## src/rtl/pipe_pkg.sv

```systemverilog
`default_nettype none
// ============================================================================
// Module   : pipe_pkg
// Purpose  : Shared state encoding and default widths for pipe_stage_reg.
// Revision : 1.0
// ============================================================================
package pipe_pkg;

    typedef enum logic [1:0] {
        PS_EMPTY = 2'd0,
        PS_ONE   = 2'd1,
        PS_TWO   = 2'd2
    } pipe_state_t;

    localparam int PIPE_DATA_W = 96;
    localparam int PIPE_CTRL_W = 8;
    localparam int PIPE_CNT_W  = 16;

endpackage
`default_nettype wire

```

## src/rtl/pipe_stall_counter.sv

```systemverilog
`default_nettype none
// ============================================================================
// Module   : pipe_stall_counter
// Purpose  : Saturating event counter with synchronous clear (clear wins).
// Revision : 1.0
// ============================================================================
module pipe_stall_counter
    import pipe_pkg::*;
#(
    parameter int CNT_W = PIPE_CNT_W
) (
    input  logic             clk,
    input  logic             rst,
    input  logic             i_clr,
    input  logic             i_inc,
    output logic [CNT_W-1:0] o_cnt
);

    logic [CNT_W-1:0] r_cnt;
    logic             w_sat;

    assign w_sat = (r_cnt == {CNT_W{1'b1}});

    always_ff @(posedge clk or posedge rst) begin
        if (rst) begin
            r_cnt <= '0;
        end else if (i_clr) begin
            r_cnt <= '0;
        end else if (i_inc && !w_sat) begin
            r_cnt <= r_cnt + {{(CNT_W-1){1'b0}}, 1'b1};
        end
    end

    assign o_cnt = r_cnt;

endmodule
`default_nettype wire

```

## src/rtl/pipe_stage_reg.sv

```systemverilog
`default_nettype none
// ============================================================================
// Module   : pipe_stage_reg
// Purpose  : Valid/ready pipeline-stage register with flush, bubble-zeroed
//            control and stall counter. Define PIPE_SKID_EN for a skid entry.
// Revision : 1.0
// ============================================================================
module pipe_stage_reg
    import pipe_pkg::*;
#(
    parameter int DATA_W = PIPE_DATA_W,
    parameter int CTRL_W = PIPE_CTRL_W,
    parameter int CNT_W  = PIPE_CNT_W
) (
    input  logic              clk,
    input  logic              reset,
    input  logic              flush,
    input  logic              in_valid,
    output logic              in_ready,
    input  logic [DATA_W-1:0] in_data,
    input  logic [CTRL_W-1:0] in_ctrl,
    output logic              out_valid,
    input  logic              out_ready,
    output logic [DATA_W-1:0] out_data,
    output logic [CTRL_W-1:0] out_ctrl,
    input  logic              clr_cnt,
    output logic [CNT_W-1:0]  stall_cnt
);

    pipe_state_t       r_state;
    pipe_state_t       w_state_nxt;
    logic [DATA_W-1:0] r_main_data;
    logic [CTRL_W-1:0] r_main_ctrl;
    logic              w_in_hs;
    logic              w_out_hs;
    logic              w_load_in;
`ifdef PIPE_SKID_EN
    logic [DATA_W-1:0] r_skid_data;
    logic [CTRL_W-1:0] r_skid_ctrl;
    logic              r_in_ready;
    logic              w_load_skid;
    logic              w_skid_to_main;
`endif

    assign w_in_hs  = in_valid && in_ready;
    assign w_out_hs = out_valid && out_ready;

    always_ff @(posedge clk or posedge reset) begin
        if (reset) begin
            r_state <= PS_EMPTY;
        end else begin
            r_state <= w_state_nxt;
        end
    end

    always_comb begin
        w_state_nxt = r_state;
        w_load_in   = 1'b0;
`ifdef PIPE_SKID_EN
        w_load_skid    = 1'b0;
        w_skid_to_main = 1'b0;
`endif
        if (flush) begin
            w_state_nxt = PS_EMPTY;
        end else begin
            case (r_state)
                PS_EMPTY: begin
                    if (w_in_hs) begin
                        w_state_nxt = PS_ONE;
                        w_load_in   = 1'b1;
                    end
                end
                PS_ONE: begin
                    if (w_in_hs && w_out_hs) begin
                        w_load_in = 1'b1;
                    end else if (w_out_hs) begin
                        w_state_nxt = PS_EMPTY;
`ifdef PIPE_SKID_EN
                    end else if (w_in_hs) begin
                        w_state_nxt = PS_TWO;
                        w_load_skid = 1'b1;
`endif
                    end
                end
`ifdef PIPE_SKID_EN
                PS_TWO: begin
                    if (w_out_hs) begin
                        w_state_nxt    = PS_ONE;
                        w_skid_to_main = 1'b1;
                    end
                end
`endif
                default: w_state_nxt = PS_EMPTY;
            endcase
        end
    end

    always_ff @(posedge clk or posedge reset) begin
        if (reset) begin
            r_main_data <= '0;
            r_main_ctrl <= '0;
        end else if (w_load_in) begin
            r_main_data <= in_data;
            r_main_ctrl <= in_ctrl;
`ifdef PIPE_SKID_EN
        end else if (w_skid_to_main) begin
            r_main_data <= r_skid_data;
            r_main_ctrl <= r_skid_ctrl;
`endif
        end
    end

`ifdef PIPE_SKID_EN
    always_ff @(posedge clk or posedge reset) begin
        if (reset) begin
            r_skid_data <= '0;
            r_skid_ctrl <= '0;
        end else if (w_load_skid) begin
            r_skid_data <= in_data;
            r_skid_ctrl <= in_ctrl;
        end
    end

    // Registered ready: depends only on the next state, never on out_ready.
    always_ff @(posedge clk or posedge reset) begin
        if (reset) begin
            r_in_ready <= 1'b1;
        end else begin
            r_in_ready <= (w_state_nxt != PS_TWO);
        end
    end

    assign in_ready = r_in_ready;
`else
    assign in_ready = !out_valid || out_ready;
`endif

    assign out_valid = (r_state != PS_EMPTY);
    assign out_data  = r_main_data;
    assign out_ctrl  = out_valid ? r_main_ctrl : '0;

    pipe_stall_counter #(
        .CNT_W (CNT_W)
    ) u_stall_cnt (
        .clk   (clk),
        .rst   (reset),
        .i_clr (clr_cnt),
        .i_inc (out_valid && !out_ready),
        .o_cnt (stall_cnt)
    );

endmodule
`default_nettype wire

```

## config.mk

```make
export PLATFORM = sky130hd
export DESIGN_NAME = pipe_stage_reg
export DESIGN_NICKNAME = d
export VERILOG_FILES = /design/src/rtl/pipe_pkg.sv /design/src/rtl/pipe_stall_counter.sv /design/src/rtl/pipe_stage_reg.sv
export SDC_FILE = /design/constraint.sdc
export NUM_CORES = 1
export LEC_CHECK = 0
export CAP_MARGIN = 30
export CORE_MARGIN = 1
export CORE_UTILIZATION = 25
export CTS_CLUSTER_DIAMETER = 100
export DETAILED_ROUTE_END_ITERATION = 7
export DONT_BUFFER_PORTS = 1
export SYNTH_ARGS = -nofsm -noshare
export SYNTH_HDL_FRONTEND = slang
export SYNTH_SLANG_ARGS = --single-unit
export TNS_END_PERCENT = 20
```

## constraint.sdc

```tcl
create_clock -name clk -period 3.65 [get_ports clk]
set_input_delay 0.73 -clock clk [delete_from_list [all_inputs] [get_ports clk]]
set_output_delay 0.73 -clock clk [all_outputs]
set_load 0.1 [all_outputs]
```

---- Yosys cells after proc, flatten, opt, wreduce, memory -nomap -nowiden ----
Cells that the tools add are included.
word-level totals
  bits in registers ....................... 122
  output and inout port bits .............. 122
  logic and storage cells ................. 35
cells by class
  add/sub/neg operators ................... 1
  reductions and logical operators ........ 13
  equality and inequality tests ........... 5
  multiplexer cells ....................... 12
operators by type and width
  kind                   count
  $mux 16                2
  $add 16x1->16 const B  1
  $eq 16x16->1 const B   1
  $ne 3x3->1 const B     3
  $mux 2                 4
  $mux 8                 1
  $logic_and 1x1->1      5
  $pmux 2 s2             1
  $reduce_bool 2->1      2
  $logic_not 1->1        3
  $mux 1                 3
  $reduce_and 3->1       1
  $eq 2x1->1 const B     1
  $logic_not 2->1        1
  $pmux 1 s2             1
  $logic_or 1x1->1       1

---- Longest topological paths before layout ----
  word-level depth ........................ 8
  depth in mapped cells ................... 7

---- Hierarchy ----
A second synthesis with hierarchy kept.
unflattened totals
  cell total of the unflattened synthesis .. 338
  area total of the unflattened synthesis .. 4907.2 µm²
by module, submodules not included
  module              area an instance (µm²)  instances  sequential area each (µm²)  cells an instance
  pipe_stage_reg      3985.1                  1          2627.5                      234
  pipe_stall_counter  922.1                   1          400.4                       104

---- Worst setup path before layout ----
No wires, ideal clock.
  path type ............................... register to register
  start ................................... register r_state[0]
  end ..................................... register u_stall_cnt.r_cnt[14], in the netlist u_stall_cnt.o_cnt[14]
  buffers on the path ..................... 2
  stages on the path, launching flop included .. 8
  arrival ................................. 2575 ps
  period minus slack after synthesis ...... 2652 ps
  slack ................................... 998 ps
  path through ............................ dfrtp_1 > and2b_1 > buf_6 > inv_2 > buf_6 > or4_4 > or3_1 > a21oi_1
between the ends
  cells in the longest elaborated chain, start to end .. 4
RTL lines
  what                                RTL line                  text
  from (decl)                         pipe_stage_reg.sv:30      pipe_state_t r_state;
  from (signal assigned)              pipe_stage_reg.sv:52      r_state <= w_state_nxt;
  $reduce_bool 2->1                   pipe_stage_reg.sv:138     assign out_valid = (r_state != PS_EMPTY);
  $logic_and 1x1->1                   pipe_stage_reg.sv:148     .i_inc (out_valid && !out_ready),
  $logic_and 1x1->1                   pipe_stall_counter.sv:29  end else if (i_inc && !w_sat) begin
  $reduce_bool 2->1 (no source line)  n/a
  to (signal assigned)                pipe_stall_counter.sv:30  r_cnt <= r_cnt + {{(CNT_W-1){1'b0}}, 1'b1};
  to (decl)                           pipe_stall_counter.sv:19  logic [CNT_W-1:0] r_cnt;
Every way passes these cells.
A chain may end at the register's enable or synchronous reset.

---- Worst setup path in the final report ----
  start ................................... register u_stall_cnt.r_cnt[3], in the netlist u_stall_cnt.o_cnt[3]
  end ..................................... register u_stall_cnt.r_cnt[6], in the netlist u_stall_cnt.o_cnt[6]
between the ends
  cells in the longest elaborated chain, start to end .. 4
  elaborated cells between the ends (all ways) .. 7
  those cells by class .................... 1 x add/sub; 1 x eq/ne; 2 x mux; 3 x reduce/logical
RTL lines
  what
  branches (longest 4 deep; another with $add 16x1->16)
Parallel ways; which one is timed is not known. The select of a mux whose other input is x is not followed.

==> results.tsv <==
stage	metric	value	unit
global_route	largest net degree at the start of global routing	113	
logic_synthesis	post-synthesis cell area	4890	sq um
drt	final wirelength	10300	um
setup_path	Worst Path Arrival	2.89	ns
placement	GPL Wtd Cong	0.814	
logic_synthesis	number of synthesized flops with an enable pin	0	
die	Die H	142	um
clocking	TritonCTS clock tree	built	
logic_synthesis	most frequent cell after synthesis	dfrtp_1	
sta	Clock Skew	0.00678	ns
logic_synthesis	register area share after synthesis	61.9	%
drt	Via density	4.53	
sta	Final min period	2.60	ns
setup_path	crit-path max FO	11	
setup_path	CP Launch Type	flip-flop	
logic_synthesis	leading area contributor after synthesis	dfrtp_1	
clocking	Post-CTS Resized	0	
global_route	met2 Use GR	17.5	%
clocking	hold_buf cts	0	
clocking	clk slew on worst S/H paths	0.06	ns
logic_synthesis	share of the synthesized area in the top cell type	61.9	%
drt	DRC	0	
die	full die area	20100	sq um
power_and_ir_drop	Power Dens Cells	845	nW/um^2
clocking	Max Buffers Root-to-Sink	2	
power_and_ir_drop	VDD IR max	0.000288	V
die	core area	19000	sq um
sta	relative slew slack	33.5	%
layout	layout cells sized above 1	45.6	%
setup_path	critical path class	flip-flop to flip-flop	
run_status	outcome	completed	
clocking	Worst-Skew Late Latency	0.40	ns
logic_synthesis	Yosys Warn Count	0	
sta	worst hold slack	0.137	ns
sta	f_max	0.385	GHz
global_route	met3 Use GR	4.96	%
global_route	vias in the first global route	3063	
drt	Post-DRT Antenna Nets	0	
global_route	GR met1 Demand/Resource	11.1	%
global_route	first-pass GRT wire length	16100	um
clocking	CTS H-tree lvls	4	
clocking	root buffer cell	clkbuf_16	
drt	number of DRC markers in iteration 0	101	
layout	ANT cells	0	
sta	RSZ-0062 raised after global routing	no	
logic_synthesis	Netlist cell types	36	
global_route	Most Crowded Layer GR	met2	
logic_synthesis	Synth area leaders	dfrtp_1, mux2_2, a21oi_1	
logic_synthesis	Syn Nets	451	
layout	nets@finish	471	
drt	wire length per cell	16.3	um
logic_synthesis	Synth Instances	340	
logic_synthesis	Post-synth ARST share	100	%
sta	final setup fails	0	
die	row count	50	
drt	total number of vias	2865	
setup_path	Critical Path RT	3.94	ns
sta	setup TNS	0	ns
hold_path	Hold Path Class	input port to async pin	
die	Die Wd	142	um
logic_synthesis	Top FF cell, synth	dfrtp_1	
placement	PortBufs	0	
sta	final hold viol count	0	
global_route	antenna violations before repair	0	
logic_synthesis	syn avg cell area	14.4	sq um
run	Max Cap Viol	0	
die	Initial Util	25.8	%
clocking	clock sinks	121	
clocking	postcts setup bufs	0	
placement	dpl hpwl	7080	um
logic_synthesis	Commonest cells post-synth	dfrtp_1, mux2_2, a21oi_1	
sta	fin. max-slew vios	0	
clocking	number of CTS-inserted buffers	17	
layout	Synth-to-Final Area Change	21.1	%
sta	Least-Margin Pin Slew	0.997	ns
logic_synthesis	Synth Register Bits	121	
drt	first drt pass iteration count	4	
global_route	GRT Total Usage	10.5	%
layout	Final Core Density	31.2	%
sta	final worst-path cycle share	71.2	%
global_route	global route total overflow	0	
die	# IOs	232	
setup_path	CP endpoint kind	flip-flop	
power_and_ir_drop	leak pwr	0.00237	uW
==> cells by family (layout without fill, tap and decap cells) <==
kind of cell	after synthesis	in the layout	synth area share, %
buf+inv	25	58	2.38
fa+ha+maj	1	1	0.256
simple gates	59	59	7.37
flops	121	121	61.9
mux	106	106	24.4
compound gates	28	28	3.71
==> routing by layer <==
metal  vias to the layer above  part of all wire [%]
met5                         -                     0
met4                         0                   1.6
met3                        16                   9.1
met2                       163                    52
met1                      1425                    37
li1                       1261                     -
==> layout make-up <==
| type | instances | area [sq um] |
|---|---|---|
| repair buffers | 18 | 204 |
| fillers | 1885 | 13000 |
| well taps | 260 | 325 |
| clock inverters | 13 | 145 |
| inverters | 8 | 33.8 |
| multi-input cells | 194 | 1750 |
| flip-flops and latches | 121 | 3030 |
| clock buffers | 19 | 433 |
==> registers in the layout (all words and copies together), names as in the netlist <==
register	count
out_data	96
u_stall_cnt.o_cnt	16
r_main_ctrl	8
r_state	1
==> cell usage in the layout (no fill, tap or decap), drive strengths merged, types with 7 or more instances in the layout <==
master / n
mux2: 105
nor2: 7
inv: 9
dfrtp: 121
and2: 8
a21oi: 12
clkbuf: 19
buf: 18
==> stage by stage <==
step | total power, uW | worst slack, ns | instance area, sq um | cells
2_1_floorplan | 3320 | 0.998 | 4890 | 340
6_report | 5000 | 1.05 | 5920 | 633
4_1_cts | 5070 | 1.04 | 5920 | 633
3_3_place_gp | 3400 | 0.986 | 5280 | 598
3_5_place_dp | 3410 | 0.965 | 5340 | 601
5_1_grt | 5170 | 0.855 | 5920 | 633
==> critical path, cell delays in order, from the launching register on <==
cell and delay, ns:
dfrtp_1 1.00, nand3_1 0.52, nor4_1 0.37, buf_4 0.22
nor4_1 0.07, mux2_2 0.30
==> final timing paths <==
| check | start | to | slack (ns) | cells after the start |
|---|---|---|---|---|
| max in group asynchronous | reset | out_data[89]$_DFFE_PP0P_ | 2.65 | 2 |
| min | reset | r_main_ctrl[2]$_DFFE_PP0P_ | 0.14 | 1 |
| max reg2reg | u_stall_cnt.o_cnt[3]$_DFFE_PP0P_ | u_stall_cnt.o_cnt[6]$_DFFE_PP0P_ | 1.05 | 5 |
| max | u_stall_cnt.o_cnt[3]$_DFFE_PP0P_ | u_stall_cnt.o_cnt[6]$_DFFE_PP0P_ | 1.05 | 5 |
| min reg2reg | r_main_ctrl[1]$_DFFE_PP0P_ | r_main_ctrl[1]$_DFFE_PP0P_ | 0.50 | 1 |
| min in group clk | flush | r_state[0]$_DFFE_PP0P_ | 0.38 | 1 |
==> where the power goes <==
group	switching, uW	internal, uW
clock network	616	1010
logic	175	179
registers	1520	1510
total	2310	2700
Note: power is estimated with default switching activity, not from simulation.
